$ cat config.mk
export PLATFORM = sky130hd
export DESIGN_NAME = hazard_ctrl
export DESIGN_NICKNAME = d
export VERILOG_FILES = /design/src/rtl/hazard_ctrl.sv
export SDC_FILE = /design/constraint.sdc
export NUM_CORES = 1
export LEC_CHECK = 0
export CAP_MARGIN = 25
export CORE_MARGIN = 5
export CORE_UTILIZATION = 30
export CTS_CLUSTER_SIZE = 28
export DETAILED_ROUTE_END_ITERATION = 6
export PLACE_DENSITY = 0.64
export SETUP_SLACK_MARGIN = 0.15
export SLEW_MARGIN = 20
export SYNTH_ARGS = -nofsm -noshare
export SYNTH_HDL_FRONTEND = slang
export SYNTH_SLANG_ARGS = --single-unit
$ cat constraint.sdc
create_clock -name i_clk -period 2.6 [get_ports i_clk]
set_input_delay 0.39 -clock i_clk [delete_from_list [all_inputs] [get_ports i_clk]]
set_output_delay 0.39 -clock i_clk [all_outputs]
set_load 0.01 [all_outputs]
$ cat src/rtl/hazard_ctrl.sv
// Pipeline sequencing controller for the 5-stage RV32I core: stage enables/flushes, EX operand
// forwarding, load-use stalls, mispredict recovery FSM and saturating event counters.
module hazard_ctrl #(
  parameter int unsigned REG_ADDR_W = 5,
  parameter int unsigned CNT_W      = 32,
  parameter int unsigned IMEM_LAT   = 0
) (
  input  logic                  i_clk,
  input  logic                  i_reset,
  input  logic [REG_ADDR_W-1:0] i_id_rs1_addr,
  input  logic [REG_ADDR_W-1:0] i_id_rs2_addr,
  input  logic                  i_id_rs1_used,
  input  logic                  i_id_rs2_used,
  input  logic [REG_ADDR_W-1:0] i_ex_rs1_addr,
  input  logic [REG_ADDR_W-1:0] i_ex_rs2_addr,
  input  logic [REG_ADDR_W-1:0] i_ex_rd_addr,
  input  logic                  i_ex_rd_wren,
  input  logic                  i_ex_is_load,
  input  logic [REG_ADDR_W-1:0] i_mem_rd_addr,
  input  logic                  i_mem_rd_wren,
  input  logic [REG_ADDR_W-1:0] i_wb_rd_addr,
  input  logic                  i_wb_rd_wren,
  input  logic                  i_ex_mispredict,
  input  logic                  i_dmem_ready,
  output logic                  o_pc_en,
  output logic                  o_if_id_en,
  output logic                  o_if_id_flush,
  output logic                  o_id_ex_en,
  output logic                  o_id_ex_flush,
  output logic                  o_ex_mem_en,
  output logic                  o_mem_wb_en,
  output logic [1:0]            o_fwd_a_sel,
  output logic [1:0]            o_fwd_b_sel,
  output logic [1:0]            o_state,
  output logic [CNT_W-1:0]      o_stall_cnt,
  output logic [CNT_W-1:0]      o_flush_cnt
);

  typedef enum logic [1:0] {
    StRun     = 2'd0,
    StLdStall = 2'd1,
    StFlush   = 2'd2,
    StMemWait = 2'd3
  } state_e;

  localparam logic [1:0] LatCd = 2'(IMEM_LAT);

  state_e           state_q, state_d;
  logic [1:0]       cd_q, cd_d;
  logic [CNT_W-1:0] stall_cnt_q, stall_cnt_d;
  logic [CNT_W-1:0] flush_cnt_q, flush_cnt_d;
  logic             flushing;
  logic             lu;

  function automatic logic [1:0] fwd_sel(input logic [REG_ADDR_W-1:0] rs,
                                         input logic [REG_ADDR_W-1:0] mem_rd,
                                         input logic                  mem_wren,
                                         input logic [REG_ADDR_W-1:0] wb_rd,
                                         input logic                  wb_wren);
    if (mem_wren && (mem_rd != '0) && (mem_rd == rs)) begin
      return 2'b01;
    end else if (wb_wren && (wb_rd != '0) && (wb_rd == rs)) begin
      return 2'b10;
    end
    return 2'b00;
  endfunction

  function automatic logic [CNT_W-1:0] sat_inc(input logic [CNT_W-1:0] v);
    return (v == '1) ? v : v + CNT_W'(1);
  endfunction

  // A held countdown in MEM_WAIT means the freeze interrupted a recovery; resume it.
  assign flushing = ((state_q == StFlush) || (state_q == StMemWait)) && (cd_q != 2'd0);

  // ID holds a bubble while flushing, so a match there is not a real hazard.
  assign lu = i_ex_is_load && i_ex_rd_wren && (i_ex_rd_addr != '0) && !flushing &&
              ((i_id_rs1_used && (i_id_rs1_addr == i_ex_rd_addr)) ||
               (i_id_rs2_used && (i_id_rs2_addr == i_ex_rd_addr)));

  always_ff @(posedge i_clk) begin
    if (i_reset) begin
      state_q     <= StRun;
      cd_q        <= 2'd0;
      stall_cnt_q <= '0;
      flush_cnt_q <= '0;
    end else begin
      state_q     <= state_d;
      cd_q        <= cd_d;
      stall_cnt_q <= stall_cnt_d;
      flush_cnt_q <= flush_cnt_d;
    end
  end

  always_comb begin
    state_d     = state_q;
    cd_d        = cd_q;
    stall_cnt_d = stall_cnt_q;
    flush_cnt_d = flush_cnt_q;
    if (!i_dmem_ready) begin
      state_d = StMemWait;
    end else if (i_ex_mispredict) begin
      flush_cnt_d = sat_inc(flush_cnt_q);
      if (IMEM_LAT > 0) begin
        cd_d    = LatCd;
        state_d = StFlush;
      end else begin
        cd_d    = 2'd0;
        state_d = StRun;
      end
    end else if (flushing) begin
      cd_d    = cd_q - 2'd1;
      state_d = (cd_q == 2'd1) ? StRun : StFlush;
    end else if (lu) begin
      stall_cnt_d = sat_inc(stall_cnt_q);
      state_d     = StLdStall;
    end else begin
      state_d = StRun;
    end
  end

  always_comb begin
    o_pc_en       = 1'b1;
    o_if_id_en    = 1'b1;
    o_if_id_flush = 1'b0;
    o_id_ex_en    = 1'b1;
    o_id_ex_flush = 1'b0;
    o_ex_mem_en   = 1'b1;
    o_mem_wb_en   = 1'b1;
    o_fwd_a_sel   = fwd_sel(i_ex_rs1_addr, i_mem_rd_addr, i_mem_rd_wren,
                            i_wb_rd_addr, i_wb_rd_wren);
    o_fwd_b_sel   = fwd_sel(i_ex_rs2_addr, i_mem_rd_addr, i_mem_rd_wren,
                            i_wb_rd_addr, i_wb_rd_wren);
    if (i_reset) begin
      o_if_id_flush = 1'b1;
      o_id_ex_flush = 1'b1;
      o_fwd_a_sel   = 2'b00;
      o_fwd_b_sel   = 2'b00;
    end else if (!i_dmem_ready) begin
      o_pc_en     = 1'b0;
      o_if_id_en  = 1'b0;
      o_id_ex_en  = 1'b0;
      o_ex_mem_en = 1'b0;
      o_mem_wb_en = 1'b0;
    end else if (i_ex_mispredict) begin
      o_if_id_flush = 1'b1;
      o_id_ex_flush = 1'b1;
    end else if (flushing) begin
      o_if_id_flush = 1'b1;
    end else if (lu) begin
      o_pc_en       = 1'b0;
      o_if_id_en    = 1'b0;
      o_id_ex_flush = 1'b1;
    end
  end

  assign o_state     = state_q;
  assign o_stall_cnt = stall_cnt_q;
  assign o_flush_cnt = flush_cnt_q;

endmodule

# Word level (Yosys, flattened, before mapping)
# Index checks and enable logic that the tools add are counted.
dict set report classes {
  add_sub_neg 3
  eq_ne 11
  n_mux 35
  n_bitwise 4
  reduce_logical 24
}
# operator n
set ops {}
lappend ops {{$add A32 B1 Y32 const B} 2}
lappend ops {{$eq A32 B32 Y1 const B} 2}
lappend ops {{$eq A5 B5 Y1} 6}
lappend ops {{$mux W2} 14}
lappend ops {{$mux W1} 21}
lappend ops {{$reduce_bool A5 Y1} 3}
lappend ops {{$logic_and A1 B1 Y1} 13}
lappend ops {{$reduce_and A5 Y1} 1}
lappend ops {{$eq A2 B2 Y1 const B} 2}
lappend ops {{$not A1 Y1} 4}
lappend ops {{$reduce_bool A2 Y1} 2}
lappend ops {{$reduce_and A3 Y1} 1}
lappend ops {{$eq A2 B1 Y1 const B} 1}
lappend ops {{$logic_or A1 B1 Y1} 2}
lappend ops {{$reduce_and A2 Y1} 1}
lappend ops {{$sub A2 B1 Y2 const B} 1}
lappend ops {{$logic_not A1 Y1} 1}
dict set report word_totals {
  reg_bits 68
  inputBits 45
  out_inout_bits 77
  wordCells 81
}

# Depth between registers and ports, before layout
dict set report depth {
  word_depth 11
  ltp_mapped 10
}

# Least setup slack after synthesis
# No wires, ideal clock.
dict set report synth_timing {
  kind {flip-flop to flip-flop}
  startpoint {reg cd_q[0]}
  endpoint {reg stall_cnt_q[22], in the netlist o_stall_cnt[22]}
  setup_time_ns 0.123
  arrival_ns 2.234
  t_required_ns 2.477
  path_slack_ns 0.243
  path_stages_with_launch 11
  path_buffers 2
  period_less_slack_ns 2.357
  path_cell_list {dfxtp_1 inv_1 ha_1 nand2b_1 nand3_1 nor3_1 or4b_1 clkbuf_1 buf_2 nor3_1 mux2_1}
}
dict set report synth_between {
  elab_chain_len 6
}
# item line
set synth_rtl {}
lappend synth_rtl {{from (decl)} 49} ;# logic [1:0] cd_q, cd_d;
lappend synth_rtl {{from (signal assigned)} 83} ;# cd_q <= 2'd0;
lappend synth_rtl {{from (signal assigned)} 88} ;# cd_q <= cd_d;
lappend synth_rtl {{$reduce_bool A2 Y1 (*)} 73} ;# assign flushing = ((state_q == StFlush) || (state_q == StMemWait)) && (cd_q != 2'd0);
lappend synth_rtl {{$logic_and A1 B1 Y1 (*)} 73}
lappend synth_rtl {{$logic_not A1 Y1} 76} ;# assign lu = i_ex_is_load && i_ex_rd_wren && (i_ex_rd_addr != '0) && !flushing &&
lappend synth_rtl {{$logic_and A1 B1 Y1 (2 in series)} 76}
lappend synth_rtl {{$reduce_and A5 Y1 (no source line) (*)} n/a}
lappend synth_rtl {{to (signal assigned)} 89} ;# stall_cnt_q <= stall_cnt_d;
lappend synth_rtl {{to (decl)} 50} ;# logic [CNT_W-1:0] stall_cnt_q, stall_cnt_d;
# Every way passes the cells marked *; elsewhere a longest branch is shown, timed or not.
# A chain may end at the register's enable or synchronous reset.

# Worst setup path after layout
dict set report layout_timing {
  startpoint {in i_wb_rd_wren}
  endpoint {out o_fwd_b_sel[1]}
}
dict set report layout_between {
  elab_chain_len 6
}
# item line
set layout_rtl {}
lappend layout_rtl {{from (decl)} 22} ;# input logic i_wb_rd_wren,
lappend layout_rtl {{$logic_and A1 B1 Y1 (2 in series)} 62} ;# end else if (wb_wren && (wb_rd != '0) && (wb_rd == rs)) begin
lappend layout_rtl {{$mux W1} 62}
lappend layout_rtl {{$mux W1} 60} ;# if (mem_wren && (mem_rd != '0) && (mem_rd == rs)) begin
lappend layout_rtl {{$mux W2} 65} ;# return 2'b00;
lappend layout_rtl {{$mux W2} 133} ;# if (i_reset) begin
lappend layout_rtl {{to (decl)} 33} ;# output logic [1:0] o_fwd_b_sel,
# Every way passes these cells.

==> results_dict.tcl <==
set metrics [dict create \
    status "completed" \
    synth_ff_type "dfxtp_1" \
    ir_worst_vdd_mv 0.293 \
    fmax_ghz 0.409 \
    max-cap-violations 0 \
    h-tree-depth 3 \
    synth.distinct_cells 44 \
    rsz0062_at_grt "true" \
    crit_required_ns 2.21 \
    clock_power_share 0.489 \
    drc 0 \
    coreArea_sq_mm 0.0125 \
    cts_tree "built" \
    place_congestion 0.842 \
    clkLatencyLatePin_ns 0.33 \
    synthCells 458 \
    cp.arrival_ns 2.05 \
    finalNetCount 671 \
    startpoint_type "primary input" \
    hold_violations 0 \
    p_total_mw 2.52 \
    dr.pass1.iters 4 \
    antenna_found_initial 0 \
    finClkSkew_ns 0.00742 \
    slew_headroom 0.645 \
    routed_wl_microns 11400 \
    period_needed_ns 2.44 \
    hold_class "reg2reg" \
    yosysSeqAreaShare 0.360 \
    synth.cell_area_sq_mm 0.00378 \
    drt_first_iter_violations 226 \
    io_pins 122 \
    power_switching_uw 554 \
    finalCritPeriodShare 0.940 \
    root_buffer "clkbuf_16" \
    num_antenna_cells 0 \
    drive_above_1_share 0.179 \
    drtAntennaViolNets 0 \
    clk_transition_reported_paths_ns 0.05 \
    end_kind "primary output" \
    crit_chain "clkdlybuf4s50_1, nor2b_2, o21ai_1, or4_4, nor4_4, buf_2" \
    p_leak_nw 2.17 \
    grt_pass1_wl_microns 18500 \
    start_util 0.303 \
    grt_max_degree 51 \
    power_frac_comb 0.095 \
    whs_ns 0.501 \
    yosys_warnings 0 \
    fp.dieH_microns 122 \
    die_w_microns 122 \
    area_growth_syn_to_layout_pct 55.0 \
    cp_slowest_cell "or4_4" \
    grt_overflow 0 \
    path_max_fanout 2 \
    crit_buf_inv 2 \
    criticalPathCategory "in2out" \
    finish.utilization 0.470 \
    synth_fp_nets 507 \
    power_density_mw_per_mm2 430 \
    port_buffers 121 \
    die-area_sq_mm 0.0150 \
    num_vias 4012 \
    grt_util_all_layers 0.152 \
    ys_ff_latch 68 \
    path_delay_family "simple AND/OR/NAND/NOR gates" \
    fp-row-count 41 \
    synth_edf_count 0 \
    swShare 0.220 \
    p_int_mw 1.97 \
    async_reset_ff_frac 0 \
    cts.sinks 68 \
    clk_path_buf_depth 2 \
    crit_path_max_incr_delay_ns 0.51 \
    cts_buffers 9 \
    drv_slew 0 \
    seqPwrFrac 0.416 \
    grt_pass1_vias 4019 \
    setup_viol 0 \
    dp_hpwl_microns 8570 \
    wl_per_cell_microns 14.3 \
    worstMarginPinSlew_ns 0.532 \
    synth_area_per_cell_sq_um 8.26 \
    avgViaCountPerCell 5.02 \
]
-- state kept, by name (all words and copies together), names as in the netlist --
name and flops:
o_flush_cnt 32, o_stall_cnt 32, cd_q 2, o_state 2
-- cell families after synthesis --
kind of cell	after synthesis	synth area share
buf+inv	29	0.0394
xor+xnor	58	0.134
flops	68	0.360
fa+ha+maj	4	0.0132
compound gates	65	0.0953
simple gates	227	0.336
mux	7	0.0222
-- cells in the final DEF (no fill, tap or decap), types with 8 or more instances in the layout --
master,count
buf_4,51
o21ai_1,10
nand3_1,25
nor3_1,11
dfxtp_1,68
xor2_1,27
dlymetal6s2s_1,8
xnor2_1,31
nor2b_1,12
and4_1,11
clkdlybuf4s50_1,90
a21oi_1,26
o21ai_0,13
nor2_1,41
or3_1,17
clkbuf_2,8
clkbuf_16,9
or4_1,12
nand2_1,34
and3_1,11
nand4_1,20
-- cell usage after synthesis (3+ instances only) --
cell	number	share of area
nor2b_1	13	0.022
or3_1	18	0.030
xor2_1	27	0.063
inv_1	7	0.0069
and2_1	3	0.0050
nor3_1	14	0.019
nand2b_1	6	0.0099
ha_1	4	0.013
or4_1	18	0.036
xnor2_1	31	0.072
o31ai_1	7	0.014
dfxtp_1	68	0.36
a21oi_1	26	0.034
nand3_1	25	0.033
and4_1	11	0.025
and3_1	11	0.018
nand4_1	20	0.033
nor2_1	41	0.041
clkbuf_1	14	0.014
o21ai_1	9	0.012
nor4_1	5	0.0083
o21ai_0	17	0.022
buf_4	3	0.0060
nand2_1	34	0.034
-- final cells by class --
class,instances,area (sq um)
Clock inverter,5,50.0
Clock buffer,11,253
Tap cell,172,215
Sequential cell,68,1360
Multi-Input combinational cell,361,2380
Inverter,7,26.3
Timing Repair Buffer,175,1580
Fill cell,1204,6600
-- final timing paths --
| kind | startpoint | to | slack (ns) | cells past startpoint |
|---|---|---|---|---|
| worst min-delay path | o_flush_cnt[31]$_SDFFE_PP0P_ | o_flush_cnt[31]$_SDFFE_PP0P_ | 0.50 | 2 |
| worst max-delay path | i_wb_rd_wren | o_fwd_b_sel[1] | 0.16 | 6 |
| worst max register to register | o_stall_cnt[19]$_SDFFE_PP0P_ | o_stall_cnt[1]$_SDFFE_PP0P_ | 0.32 | 8 |
| worst min register to register | o_flush_cnt[31]$_SDFFE_PP0P_ | o_flush_cnt[31]$_SDFFE_PP0P_ | 0.50 | 2 |
-- what timing repair did --
item,CTS,global route
hold buffers,0,0
pin swaps,16,23
buffers inserted,4,2
gates resized for setup,51,45
endpoints found under the setup margin,16,16
gates cloned,1,0
-- metrics by stage --
| step | setup WS, ns | area (sq um) | instances | TNS [ns] |
|---|---|---|---|---|
| after floorplan | 0.243 | 3780 | 458 | 0 |
| after global placement | -0.454 | 5450 | 776 | -5.63 |
| after detailed placement | -0.531 | 5450 | 776 | -7.01 |
| after CTS | 0.151 | 5790 | 797 | 0 |
| after global routing | 0.124 | 5860 | 799 | 0 |
| final | 0.155 | 5860 | 799 | 0 |
-- power by group through the flow --
stage / Combinational (mW) / Sequential, mW / Clock, mW
finish: 0.239 / 1.05 / 1.23
detailed placement: 0.239 / 1.07 / 0
global placement: 0.235 / 1.07 / 0
global route: 0.259 / 1.05 / 1.31
floorplan: 0.0904 / 1.07 / 0
CTS: 0.235 / 1.05 / 1.27
-- tightest hold or removal path, cell delays in order, from the launching register on --
cell	delay, ns
dfxtp_1	0.32
o21ai_0	0.07
a21oi_1	0.06
-- routing by layer --
| metal | track usage | vias up | part of all wire |
|---|---|---|---|
| met2 | 0.264 | 115 | 0.51 |
| met4 | 0.0595 | 0 | 0.025 |
| met5 | 0 | - | 0 |
| met3 | 0.0382 | 21 | 0.053 |
| met1 | 0.179 | 1897 | 0.41 |
| li1 | - | 1979 | - |
Power figures use the tool's default switching activity.
==> RTL edit 1 (same settings) <==
Change the parameter `CNT_W` from 32 to 64.
--- a/src/rtl/hazard_ctrl.sv
+++ b/src/rtl/hazard_ctrl.sv
@@ -3,5 +3,5 @@
 module hazard_ctrl #(
   parameter int unsigned REG_ADDR_W = 5,
-  parameter int unsigned CNT_W      = 32,
+  parameter int unsigned CNT_W      = 64,
   parameter int unsigned IMEM_LAT   = 0
 ) (
Ports: changed (resized o_flush_cnt and o_stall_cnt); port bits go from 122 to 186. The function was not compared with the original's and may differ.
==> RTL edit 1 against the original RTL <==
  * Routed wire length rose by 92%
  * Design area up 80%
  * Clock skew up 0.0064 ns
  * Register-to-register slack worse by 0.11 ns
  * Non-clock buffer count is 122 higher
  * Fmax is 1.2% higher
  * Via count is 77% higher
  * Area after synthesis increased by 83%
  * Synthesized cell count grew 86%
  * Sequential cell count is 64 higher
  * Setup slack improved by 0.028 ns
  * Hold slack got worse by 0.16 ns
  * Power increased by 78%
==> RTL edit 1: results (changes against the original RTL) <==
Int Power - 3.38 mW (+72%)
Multiplexer area fraction after synthesis - 1.32% (-0.90 points)
Total iterations of the first detailed-routing run - 5 (+1)
P_clk - 2.20 mW (+79%)
Met2 usage in global routing - 26.9% (+0.54 points)
Synth Area in Adders - 0.722% (-0.60 points)
Post-synthesis sequential area ratio - 38.1% (+2.1 points)
Setup WS pre-CTS - -0.414 ns (+0.117 ns)
Buffers on Ports - 185 (+53%)
Worst R2R Setup Slack - 0.21 ns (-0.11 ns)
Clock power share - 49.1% (+0.2 points)
Wirelength per Cell - 15.4 um (+7.5%)
Slowest stage delay, CP - 0.47 ns (-0.04 ns)
Critical Path Fanout Max - 8 (+6)
Netlist cell types - 55 (+25%)
Hold depth - 3 (+1)
Cell Area, Synth - 6930 um2 (+83%)
Vias in the first global route - 6,905 (+72%)
Min-delay worst type - input pin to register
Htree depth - 4 (+1)
Share of post-route cells with drive strength above 1 - 18.8% (+0.91 points)
WHS Endpoint - cd_q[1]
Total CTS buffers - 17 (+8)
Worst EP arrival - 2.75 ns (+0.70 ns)
DRT met1 WL - 9800 um (+110%)
Status - finished, final reports clean
WL final - 22,000 um (+92%)
Fill count - 2,210 (+84%)
Placed Cells - 1,388 (+79%)
Placed Instance Area - 9740 um2 (+79%)
Worst path slowest cell - or3b_4
Via count - 7,106 (+77%)
Metal3 WL - 1390 um (+130%)
Routability cong. - 0.809 (-4.0%)
Mapped Cells - 850 (+86%)
M3 GR Usage - 4.74% (+0.92 points)
Slew HR - 48.4% (-16 points)
Hold slack - 0.339 ns (-0.162 ns)
Clk_lat worst skew - 0.41 ns (+0.08 ns)
Final net count - 1,181 (+76%)
Synth Area in Compound Gates - 5.78% (-3.7 points)
R2r endpoint - o_stall_cnt[20]
Top cells by count, synth - nor2_1, dfxtp_1, xnor2_1, nand2_1, xor2_1
Layout Cell Area excl Fill - 10,500 um2 (+80%)
Final Skew - 0.0138 ns (+0.00640 ns)
Post-Synth XOR/XNOR Area - 16.2% (+2.7 points)
Hold path startpoint - i_reset
First-pass GRT wire length - 35,500 um (+92%)
Worst IR Drop VDD - 0.000343 V (+17%)
Drt initial violations - 307 (+36%)
[RTL edit 1: changes by cell type in the layout (fill, tap and decap cells not counted), moves of 8 or more]
cell             delta
nor2_1             +99
clkdlybuf4s50_1    +74
buf_4              +60
dfxtp_1            +56
xnor2_1            +44
nor3_1             +26
xor2_1             +26
nand2_1            +24
nand4_1            +22
nor4_1             +22
nand3_1            +21
o21ai_1            -10
clkbuf_16           +8
dfxtp_2             +8
[RTL edit 1: kinds of logic (layout without fill, tap and decap cells)]
kind of cell | Yosys count | in the layout
simple gates | 465 | 465
mux | 8 | 8
compound gates | 63 | 63
flops | 132 | 132
buf+inv | 50 | 345
xor+xnor | 128 | 128
fa+ha+maj | 4 | 4
[RTL edit 1: layout make-up]
class / instances / area share (%)
clock buffer: 18 / 4.07
clock inverter: 14 / 0.985
inverter: 16 / 0.570
multi-input combinational: 668 / 40.5
sequential: 132 / 25.2
tap: 285 / 3.38
timing repair buffer: 297 / 25.4
[RTL edit 1: repair_timing]
| action | in CTS | in global routing |
|---|---|---|
| gates cloned | 0 | 0 |
| resized for setup | 43 | 51 |
| pin swaps | 6 | 16 |
| endpoints found under the setup margin | 38 | 76 |
| setup buffers | 2 | 8 |
[RTL edit 1: worst max-delay path by stage]
stage	start	to	slack [ns]	cells after the start
6_report	i_id_rs2_addr[1]	o_stall_cnt[23]	0.18	10
4_1_cts	i_id_rs1_addr[1]	o_pc_en	0.06	10
3_3_place_gp	i_ex_rd_addr[1]	o_pc_en	-0.36	10
3_5_place_dp	i_ex_rd_addr[1]	o_pc_en	-0.41	10
2_1_floorplan	o_stall_cnt[15]	o_stall_cnt[13]	0.16	9
5_1_grt	o_flush_cnt[1]	o_flush_cnt[56]	0.08	9
==> RTL edit 2 (same flow settings) <==
Without the edit above. Reset style: asynchronous (`i_reset`), changed in one clocked block.
--- a/src/rtl/hazard_ctrl.sv
+++ b/src/rtl/hazard_ctrl.sv
@@ -78,5 +78,5 @@
                (i_id_rs2_used && (i_id_rs2_addr == i_ex_rd_addr)));
 
-  always_ff @(posedge i_clk) begin
+  always_ff @(posedge i_clk or posedge i_reset) begin
     if (i_reset) begin
       state_q     <= StRun;
Formal check against the unedited RTL: differs if i_reset is asserted again (counterexample within 4 cycles, from zero or initial values and one cycle with i_reset high); with i_reset held inactive, the same outputs for 4 cycles.
==> RTL edit 2 against the original RTL <==
  * Clock power rose by 7%
  * Global-route usage shrank 1.3 points
  * Power up 18%
  * Area after synthesis rose by 0.46%
  * Count of clock-buffer cells in the layout is the same
  * Design area is 2.9% lower
  * Routed wire length is 13% lower
  * Non-clock buffer count down 30
  * Sequential cell count stayed put
  * Setup slack gained 0.023 ns
  * Die area rose by 0.43%
  * Highest routed layer unchanged
==> RTL edit 2: results (changes against the original RTL) <==
Post-DP HPWL - 7660 um (-11%)
Worst EP arrival - 2.03 ns (-0.02 ns)
Hold depth - 1 (-1)
Sequential power share - 40.3% (-1.3 points)
Post-synth ARST share - 100% (+100 points)
Wirelength per Cell - 14.1 um (-1.9%)
Reg-to-Reg Start - o_flush_cnt[0]
Worst IR Drop VDD - 0.000310 V (+5.9%)
Slowest stage delay, CP - 0.55 ns (+0.04 ns)
R2r endpoint - o_flush_cnt[17]
Synth area leaders - dfrtp_1, xor2_1, xnor2_1
Drt initial violations - 166 (-27%)
Fill count - 1,223 (+1.6%)
Total iterations of the first detailed-routing run - 4 (unchanged)
Final net count - 583 (-13%)
Min-delay worst type - register to register
Clk buf depth - 2 (unchanged)
Critical Path Fanout Max - 2 (unchanged)
Largest net degree at the start of global routing - 37 (-27%)
Met2 usage in global routing - 21.5% (-4.8 points)
Netlist cell types - 47 (+6.8%)
Worst path slowest cell - or4_1
Psw - 740 uW (+34%)
Yosys warnings - 0 (unchanged)
Post-synthesis sequential area ratio - 44.8% (+8.8 points)
Slew HR - 63.5% (-0.99 points)
Routability cong. - 0.807 (-4.1%)
Crit. Startpoint - i_mem_rd_addr[1]
Post-Syn Nets - 436 (-14%)
Clk_lat worst skew - 0.34 ns
Final Skew - 0.00518 ns (-0.00224 ns)
Status - finished, final reports clean
Vias in the first global route - 3,529 (-12%)
Combinational fraction of design power - 15.4% (+5.9 points)
Top delay family on crit path - simple AND/OR/NAND/NOR gates
Htree depth - 3 (unchanged)
Pleak - 2.50 nW (+15%)
Metal3 WL - 729 um (+21%)
M3 GR Usage - 4.15% (+0.32 points)
Initial antenna violation count - 0 (unchanged)
Share of post-route cells with drive strength above 1 - 12.6% (-5.2 points)
Top cells by count, synth - dfrtp_1, xor2_1, xnor2_1, nand2_1, nor2_1
Hold path startpoint - o_stall_cnt[29]
GRT Util Overall - 13.9% (-1.3 points)
WL final - 9990 um (-13%)
Mapped Cells - 387 (-16%)
DRT met1 WL - 4440 um (-5.9%)
Clk slew on worst S/H paths - 0.06 ns
Reg2Reg Depth - 7 (-1)
Worst R2R Setup Slack - 0.50 ns (+0.18 ns)
Vias/cell - 4.77 (-4.9%)
Hold slack - 0.484 ns (-0.0170 ns)
Wire length on met2 - 4600 um (-21%)
Placed Cells - 693 (-11%)
Power per cell area - 523 nW/um2 (+22%)
First-pass GRT wire length - 16,700 um (-9.8%)
WHS Endpoint - o_stall_cnt[29]
Met1 global-route usage - 17.7% (-0.14 points)
## RTL edit 2: cell types whose count changed after synthesis, moves of 11 or more
cell | before | now
nor2b_1 | 13 | 2
or4_1 | 18 | 3
or3_1 | 18 | 1
dfrtp_1 | 0 | 68
a21oi_1 | 26 | 1
xnor2_1 | 31 | 44
xor2_1 | 27 | 45
clkbuf_1 | 14 | 3
nor2_1 | 41 | 30
o21ai_0 | 17 | 5
dfxtp_1 | 68 | 0
## RTL edit 2: cells by family after synthesis
| family | count (synthesis) | share of synthesized area (%) |
|---|---|---|
| AO/OA/AOI/OAI | 14 | 2.34 |
| buffers and inverters | 22 | 2.57 |
| multiplexers | 2 | 0.593 |
| flip-flops | 68 | 44.8 |
| XOR/XNOR | 89 | 20.5 |
| adder cells (fa/ha/maj) | 4 | 1.32 |
| AND/OR/NAND/NOR | 188 | 27.9 |
## RTL edit 2: metrics by stage
| step | instance area (um2) | setup slack (ns) |
|---|---|---|
| 2_1_floorplan | 3820 | 0.199 |
| 3_3_place_gp | 5380 | -0.315 |
| 3_5_place_dp | 5380 | -0.326 |
| 4_1_cts | 5700 | 0.0466 |
| 5_1_grt | 5690 | 0.0358 |
| 6_report | 5690 | 0.178 |
## RTL edit 2: what timing repair did
action | in CTS | in global routing
resized for setup | 21 | 10
endpoints found under the setup margin | 7 | 6
pin swaps | 1 | 4
gates cloned | 0 | 0
buffers inserted | 1 | 1
## RTL edit 2: area by class of cell
type                    instances  area [um2]  area share [%]
clock inverters                 5        75.1            1.32
flip-flops and latches         68        1700            29.9
inverters                      13        52.6           0.923
clock buffers                  11         243            4.26
multi-input cells             297        2030            35.7
repair buffers                145        1370            24.1
well taps                     172         215            3.78
